$ cat src/rtl/pc_ir_regs_if.sv
// ============================================================================
// Module : pc_ir_regs_if
// Brief  : Bundle of control, datapath and register-view signals for pc_ir_regs.
// Rev    : 1.0  initial release
// ============================================================================
`default_nettype none

interface pc_ir_regs_if;
    logic        IorD;
    logic        IRWrite;
    logic        PCEn;
    logic [1:0]  PCSrc;
    logic [31:0] alu_result;
    logic [31:0] rd1;
    logic [31:0] rd2;
    logic [31:0] mem_rdata;

    logic [31:0] mem_addr;
    logic [31:0] pc;
    logic [5:0]  op;
    logic [5:0]  func;
    logic [4:0]  rs;
    logic [4:0]  rt;
    logic [4:0]  rd;
    logic [31:0] signimm;
    logic [31:0] data_reg;
    logic [31:0] a_reg;
    logic [31:0] b_reg;
    logic [31:0] aluout;
    logic        pc_misalign;
    logic [31:0] instr_count;

    modport master (
        output IorD, IRWrite, PCEn, PCSrc, alu_result, rd1, rd2, mem_rdata,
        input  mem_addr, pc, op, func, rs, rt, rd, signimm,
               data_reg, a_reg, b_reg, aluout, pc_misalign, instr_count
    );

    modport slave (
        input  IorD, IRWrite, PCEn, PCSrc, alu_result, rd1, rd2, mem_rdata,
        output mem_addr, pc, op, func, rs, rt, rd, signimm,
               data_reg, a_reg, b_reg, aluout, pc_misalign, instr_count
    );
endinterface

`default_nettype wire

$ cat src/rtl/pc_ir_regs.sv
// ============================================================================
// Module : pc_ir_regs
// Brief  : Multicycle MIPS PC/IR/MDR/A/B/ALUOut registers. Optional
//          fetched-instruction counter enabled by macro PC_IR_INSTR_COUNT_EN.
// Rev    : 1.0  initial release
// ============================================================================
`default_nettype none

module pc_ir_regs #(
    parameter logic [31:0] RESET_PC = 32'h0000_0000
) (
    input  wire logic      clk,
    input  wire logic      reset,
    pc_ir_regs_if.slave    bus
);

    localparam logic [1:0] c_SRC_ALU  = 2'b00;
    localparam logic [1:0] c_SRC_OUT  = 2'b01;
    localparam logic [1:0] c_SRC_JUMP = 2'b10;

    logic [31:0] r_pc;
    logic [31:0] r_ir;
    logic [31:0] r_data;
    logic [31:0] r_a;
    logic [31:0] r_b;
    logic [31:0] r_aluout;
    logic        r_misalign;

    logic [31:0] w_pc_next;
    logic        w_pc_load;

    // Jump target is built from pre-edge PC and IR, so a concurrent IR load
    // never leaks into the target.
    always_comb begin
        w_pc_load = bus.PCEn;
        w_pc_next = r_pc;
        case (bus.PCSrc)
            c_SRC_ALU:  w_pc_next = bus.alu_result;
            c_SRC_OUT:  w_pc_next = r_aluout;
            c_SRC_JUMP: w_pc_next = {r_pc[31:28], r_ir[25:0], 2'b00};
            default: begin
                w_pc_next = r_pc;
                w_pc_load = 1'b0;
            end
        endcase
    end

    always_ff @(posedge clk) begin
        if (reset) begin
            r_pc       <= RESET_PC;
            r_ir       <= 32'd0;
            r_data     <= 32'd0;
            r_a        <= 32'd0;
            r_b        <= 32'd0;
            r_aluout   <= 32'd0;
            r_misalign <= 1'b0;
        end else begin
            r_data   <= bus.mem_rdata;
            r_a      <= bus.rd1;
            r_b      <= bus.rd2;
            r_aluout <= bus.alu_result;
            if (bus.IRWrite) begin
                r_ir <= bus.mem_rdata;
            end
            if (w_pc_load) begin
                r_pc <= w_pc_next;
                if (w_pc_next[1:0] != 2'b00) begin
                    r_misalign <= 1'b1;
                end
            end
        end
    end

`ifdef PC_IR_INSTR_COUNT_EN
    logic [31:0] r_instr_count;

    always_ff @(posedge clk) begin
        if (reset) begin
            r_instr_count <= 32'd0;
        end else if (bus.IRWrite) begin
            r_instr_count <= r_instr_count + 32'd1;
        end
    end

    assign bus.instr_count = r_instr_count;
`else
    assign bus.instr_count = 32'd0;
`endif

    assign bus.mem_addr    = bus.IorD ? r_aluout : r_pc;
    assign bus.pc          = r_pc;
    assign bus.op          = r_ir[31:26];
    assign bus.rs          = r_ir[25:21];
    assign bus.rt          = r_ir[20:16];
    assign bus.rd          = r_ir[15:11];
    assign bus.func        = r_ir[5:0];
    assign bus.signimm     = {{16{r_ir[15]}}, r_ir[15:0]};
    assign bus.data_reg    = r_data;
    assign bus.a_reg       = r_a;
    assign bus.b_reg       = r_b;
    assign bus.aluout      = r_aluout;
    assign bus.pc_misalign = r_misalign;

endmodule

`default_nettype wire

$ cat src/flat_wrapper.sv
// flat-port wrapper written by rule: the top's interface ports become plain ports
module pc_ir_regs_flat 
#(
    parameter logic [31:0] RESET_PC = 32'h0000_0000
)
  (clk, reset, bus_IorD, bus_IRWrite, bus_PCEn, bus_PCSrc, bus_alu_result, bus_rd1, bus_rd2, bus_mem_rdata, bus_mem_addr, bus_pc, bus_op, bus_func, bus_rs, bus_rt, bus_rd, bus_signimm, bus_data_reg, bus_a_reg, bus_b_reg, bus_aluout, bus_pc_misalign, bus_instr_count);
  pc_ir_regs_if bus_i ();
  input  wire logic clk;
  input  wire logic reset;
  input wire logic [$bits(bus_i.IorD)-1:0] bus_IorD;
  input wire logic [$bits(bus_i.IRWrite)-1:0] bus_IRWrite;
  input wire logic [$bits(bus_i.PCEn)-1:0] bus_PCEn;
  input wire logic [$bits(bus_i.PCSrc)-1:0] bus_PCSrc;
  input wire logic [$bits(bus_i.alu_result)-1:0] bus_alu_result;
  input wire logic [$bits(bus_i.rd1)-1:0] bus_rd1;
  input wire logic [$bits(bus_i.rd2)-1:0] bus_rd2;
  input wire logic [$bits(bus_i.mem_rdata)-1:0] bus_mem_rdata;
  output wire logic [$bits(bus_i.mem_addr)-1:0] bus_mem_addr;
  output wire logic [$bits(bus_i.pc)-1:0] bus_pc;
  output wire logic [$bits(bus_i.op)-1:0] bus_op;
  output wire logic [$bits(bus_i.func)-1:0] bus_func;
  output wire logic [$bits(bus_i.rs)-1:0] bus_rs;
  output wire logic [$bits(bus_i.rt)-1:0] bus_rt;
  output wire logic [$bits(bus_i.rd)-1:0] bus_rd;
  output wire logic [$bits(bus_i.signimm)-1:0] bus_signimm;
  output wire logic [$bits(bus_i.data_reg)-1:0] bus_data_reg;
  output wire logic [$bits(bus_i.a_reg)-1:0] bus_a_reg;
  output wire logic [$bits(bus_i.b_reg)-1:0] bus_b_reg;
  output wire logic [$bits(bus_i.aluout)-1:0] bus_aluout;
  output wire logic [$bits(bus_i.pc_misalign)-1:0] bus_pc_misalign;
  output wire logic [$bits(bus_i.instr_count)-1:0] bus_instr_count;
  assign bus_i.IorD = bus_IorD;
  assign bus_i.IRWrite = bus_IRWrite;
  assign bus_i.PCEn = bus_PCEn;
  assign bus_i.PCSrc = bus_PCSrc;
  assign bus_i.alu_result = bus_alu_result;
  assign bus_i.rd1 = bus_rd1;
  assign bus_i.rd2 = bus_rd2;
  assign bus_i.mem_rdata = bus_mem_rdata;
  assign bus_mem_addr = bus_i.mem_addr;
  assign bus_pc = bus_i.pc;
  assign bus_op = bus_i.op;
  assign bus_func = bus_i.func;
  assign bus_rs = bus_i.rs;
  assign bus_rt = bus_i.rt;
  assign bus_rd = bus_i.rd;
  assign bus_signimm = bus_i.signimm;
  assign bus_data_reg = bus_i.data_reg;
  assign bus_a_reg = bus_i.a_reg;
  assign bus_b_reg = bus_i.b_reg;
  assign bus_aluout = bus_i.aluout;
  assign bus_pc_misalign = bus_i.pc_misalign;
  assign bus_instr_count = bus_i.instr_count;
  pc_ir_regs #(.RESET_PC(RESET_PC)) u_core (.clk(clk), .reset(reset), .bus(bus_i));
endmodule
$ cat config.mk
export PLATFORM = sky130hd
export DESIGN_NAME = pc_ir_regs_flat
export DESIGN_NICKNAME = d
export VERILOG_FILES = /design/src/rtl/pc_ir_regs_if.sv /design/src/rtl/pc_ir_regs.sv /design/src/flat_wrapper.sv
export SDC_FILE = /design/constraint.sdc
export NUM_CORES = 1
export LEC_CHECK = 0
export ABC_AREA = 1
export BUFFER_PORTS_ARGS = -buffer_cell sky130_fd_sc_hd__buf_4
export CORE_AREA = 5 5 159 161
export DETAILED_ROUTE_END_ITERATION = 10
export DIE_AREA = 0 0 164 166
export SYNTH_ARGS = -nofsm -noshare
export SYNTH_HDL_FRONTEND = slang
export SYNTH_SLANG_ARGS = --single-unit
$ cat constraint.sdc
create_clock -name clk -period 1.64 [get_ports clk]
set_clock_uncertainty 0.05 [all_clocks]
set_input_delay 0.492 -clock clk [delete_from_list [all_inputs] [get_ports clk]]
set_output_delay 0.492 -clock clk [all_outputs]
set_load 0.05 [all_outputs]
# Yosys cells after proc, flatten, opt, wreduce, memory -nomap -nowiden
# Index checks and enable logic that the tools add are counted.
[word_totals] register_bits=193 out_inout_bits=284 word_cells=23
[op_classes] n_eq_ne=2 muxes=3 bitwise=1 reduce_logical=8
[op_table] op="case mux 32 bit (3 select lines)" n=1
[op_table] op="2-to-1 mux 32 bit" n=1
[op_table] op="AND reduction 2 bit" n=2
[op_table] op="nonzero test 2 bit" n=2
[op_table] op="AND reduction 3 bit" n=1
[op_table] op="nonzero test 3 bit" n=1
[op_table] op="OR reduction 3 bit" n=1
[op_table] op="== test 2 x 1 -> 1 bit (second input constant)" n=1
[op_table] op="== test 2 bit (second input constant)" n=1
[op_table] op="zero test 2 bit" n=1
[op_table] op="2-to-1 mux 1 bit" n=1
[op_table] op="inverter 1 bit" n=1

# Depth between registers and ports, before layout
[logic_depth] depth_word=4 mapped_depth=8 depth_no_buf=7

# Least setup slack after synthesis
# OpenSTA, ideal clock, no wires.
[synth_timing] kind="input port to output port" startpoint="in bus_IorD" endpoint="out bus_mem_addr[13]" t_arrival_ns=1.756 setup_slack_ns=-0.658 stages=4 cell_sequence="buf_2 > clkbuf_1 > nor2_1 > a21oi_1"
[synth_via] elab_chain_cells=1
[synth_rtl] item="start: declaration" line_no="flat_wrapper.sv:10" source="input wire logic [$bits(bus_i.IorD)-1:0] bus_IorD;"
[synth_rtl] item="2-to-1 mux 32 bit" line_no="pc_ir_regs.sv:90" source="assign bus.mem_addr = bus.IorD ? r_aluout : r_pc;"
[synth_rtl] item="end: declaration" line_no="flat_wrapper.sv:18" source="output wire logic [$bits(bus_i.mem_addr)-1:0] bus_mem_addr;"
# No other way between the ends.

# Final worst setup path
[layout_timing] startpoint="in bus_IorD" endpoint="out bus_mem_addr[6]"
# The elaborated chain is that of the path after synthesis.

==> impl_summary.md <==
Run status
The run finished, with violations left. The checks that failed: negative setup slack.

Final layout
The final net count is 1452. The finished layout holds 1653 standard cells, fillers aside. The final core utilization is 52.6%.

Leaving out fill and tap cells, the most frequent cells in the layout are buf_4, nor2_1, inv_1. The post-route netlist has 50.0% of its cells at a drive strength greater than 1. The final antenna diode count is 0. From synthesis to final layout, the design area changed by 74.5%. The commonest non-fill, non-tap cell in the layout is buf_4.

Once layout is done, the placed cells without fillers occupy roughly 0.013 mm^2. The total area of sequential cells is 0.00401 mm^2. Fill cells in the final layout number 2260.

In the final layout, the multi-input gates occupy 0.00261 mm^2.

Place
The post-placement cell count is 1567. After detailed placement, the total cell area comes to 0.0106 mm^2. The half-perimeter wire length after detailed placement is 20.2 mm. In this run the tool buffered the top-level ports with ~390 buffer cells.

Timing analysis after detailed placement gives a worst setup slack of -0.255 ns. The congestion estimate from routability-driven global placement came to 0.852.

Floorplanning
The placeable core region is 0.0238 mm^2. The number of core rows is 57. Measured along the x axis, the die boundary spans 164 um. The height of the die is 166 um. The effective utilization at floorplan is 30.1%. The die covers 0.0272 mm^2. The top-level I/O count is 419.

Timing
The final number of max-transition violations is 0. Final hold analysis gives a worst-case slack of 0.205 ns. After routing, the total negative slack on setup checks comes to -2.08 ns. Setup repair after global routing could not meet its margin everywhere.

The post-route worst setup slack is -0.110 ns. The number of setup violations in the final report is 50. The fraction of the cycle the final worst path needs is 107%. The smallest clock period supported by the final layout is computed as around 1.7 ns. The final hold violation count is 0. Timing would allow up to ~570 MHz.

Synthesis
The synthesized instance count is 915. The share of Yosys cell area claimed by the top area cell type is approximately 54%. Yosys printed 0 warnings. Of all cell types, the one taking the most synthesized area is dfxtp_1. Counting distinct cell types in the post-synthesis netlist gives 22. Counting flops and latches in the post-synthesis netlist gives 193. Averaged over all synthesized cells, the footprint is 7.84 um^2. Sorting the synthesized cells by area gives the leading types as dfxtp_1, nor2_1, inv_1.

The sequential element share of the synthesized area is 53.8%. The cell area that synthesis handed to floorplanning was 0.00718 mm^2.

Global route
Entering global routing, the biggest net connects 88 pins. The first global-routing pass estimated 41.3 mm of wire. The via count of the first global-routing pass was 7161.

The number of antenna violations at the first check in global routing is 0. The total overflow left after global routing is 0. Global routing used 19.7% of the available tracks.

Detailed routing
Before antenna repair, the detailed router went through 4 iterations. After detailed routing, the average wire length per cell comes to 17.0 um. For this block, the initial DRC count from the detailed router was 327.

The routed via count is 7108. The final wirelength is around 28 mm. The residual DRC count is 0.

The detail route stage leaves a number of antenna-violating nets equal to 0. The number of vias per cell after detailed routing is 4.30.

Critical path
At the worst endpoint, the required time is 1.10 ns. The element type at the critical path start is an input port. Measured in cells, the most critical reg-to-reg path has a length of 8.

The critical path is of the input port to output port type. The maximum fanout along the worst path is 7. STA classifies the critical path endpoint as an output port. The critical path data arrival time is 1.21 ns. The start of the worst register-to-register path is u_core.r_ir[15]. Tracing the worst setup path back leads to its startpoint at bus_IorD.

Clock tree
The tree built by TritonCTS fans out to 193 sinks. The clock tree synthesis step divided the H-tree into 4 levels. For the worst-skew pair, the clock arrives at the later sink with an insertion delay of approximately 0.42 ns.

The TritonCTS clock tree is built. The register clock-pin slew on the reported worst setup and hold paths is 0.09 ns. The root cell of the clock tree is clkbuf_16. In this run, CTS created clock tree buffers numbering 17. The clock tree buffer depth is 2. The total of hold buffers inserted after clock tree synthesis is 0.

Pwr
The analysis attributes to cell leakage a power of 6.21 nW. Power spread over the standard cell area amounts to 1040 mW/mm^2. The design draws 13.0 mW. The peak ir drop on the vdd network is 0.000545 V.

Min path
In this run the most critical hold path is launched from bus_rd1[16]. The number of stages on the worst hold path is 3. The type of the worst min-delay path is input port to flip-flop.

Flow run
The number of max-cap violations is 0.
[per-layer routing]
metal  vias up  global-route usage (%)  share of wire (%)
li1       3508                       -                  -
met1      3248                    20.4                 35
met2       312                    36.5                 53
met3        40                    7.12                9.5
met4         0                    6.38                2.4
met5         -                       0                  0
[power by group]
| part | total, mW | switching, mW | internal, mW |
|---|---|---|---|
| clock network | 4.07 | 2.04 | 2.03 |
| logic | 3.74 | 2.43 | 1.31 |
| registers | 5.18 | 0.202 | 4.97 |
[cell type report]
| class | count | area share [%] |
|---|---|---|
| Multi-Input combinational cell | 477 | 20.8 |
| Clock buffer | 18 | 3.43 |
| Tap cell | 324 | 3.24 |
| Sequential cell | 193 | 32.1 |
| Timing Repair Buffer | 462 | 34.3 |
| Clock inverter | 13 | 1.15 |
| Inverter | 166 | 5.04 |
[kinds of logic after synthesis]
family,after synthesis,share of synthesized area [%]
AO/OA/AOI/OAI,182,12.8
other,1,0.0523
AND/OR/NAND/NOR,261,14.4
multiplexers,2,0.314
flip-flops,193,53.8
buffers and inverters,276,18.7
[cells in the mapped netlist (all sizes together)]
master,number
nor2,220
dfxtp,193
inv,166
o21ai,114
buf,89
a21oi,64
nand3,29
clkbuf,21
nand2,12
o22ai,4
mux2,2
conb,1
[what timing repair did]
item	in CTS	in global routing
setup endpoints to repair	73	62
pin swaps	28	11
resized for setup	221	76
gates cloned	8	0
buffers inserted	35	12
[final timing paths]
check | to | slack [ns]
worst max-delay path | bus_mem_addr[6] | -0.11
worst min-delay path | u_core.bus.a_reg[16] | 0.20
worst max register to register | u_core.bus.pc[17] | 0.29
worst min register to register | u_core.r_ir[28] | 0.47
[worst max-delay path: stages]
cell and delay (ns):
buf_16 0.14, buf_12 0.15, buf_6 0.12, a21oi_4 0.13, buf_6 0.17
Note: power is estimated with default switching activity, not from simulation.
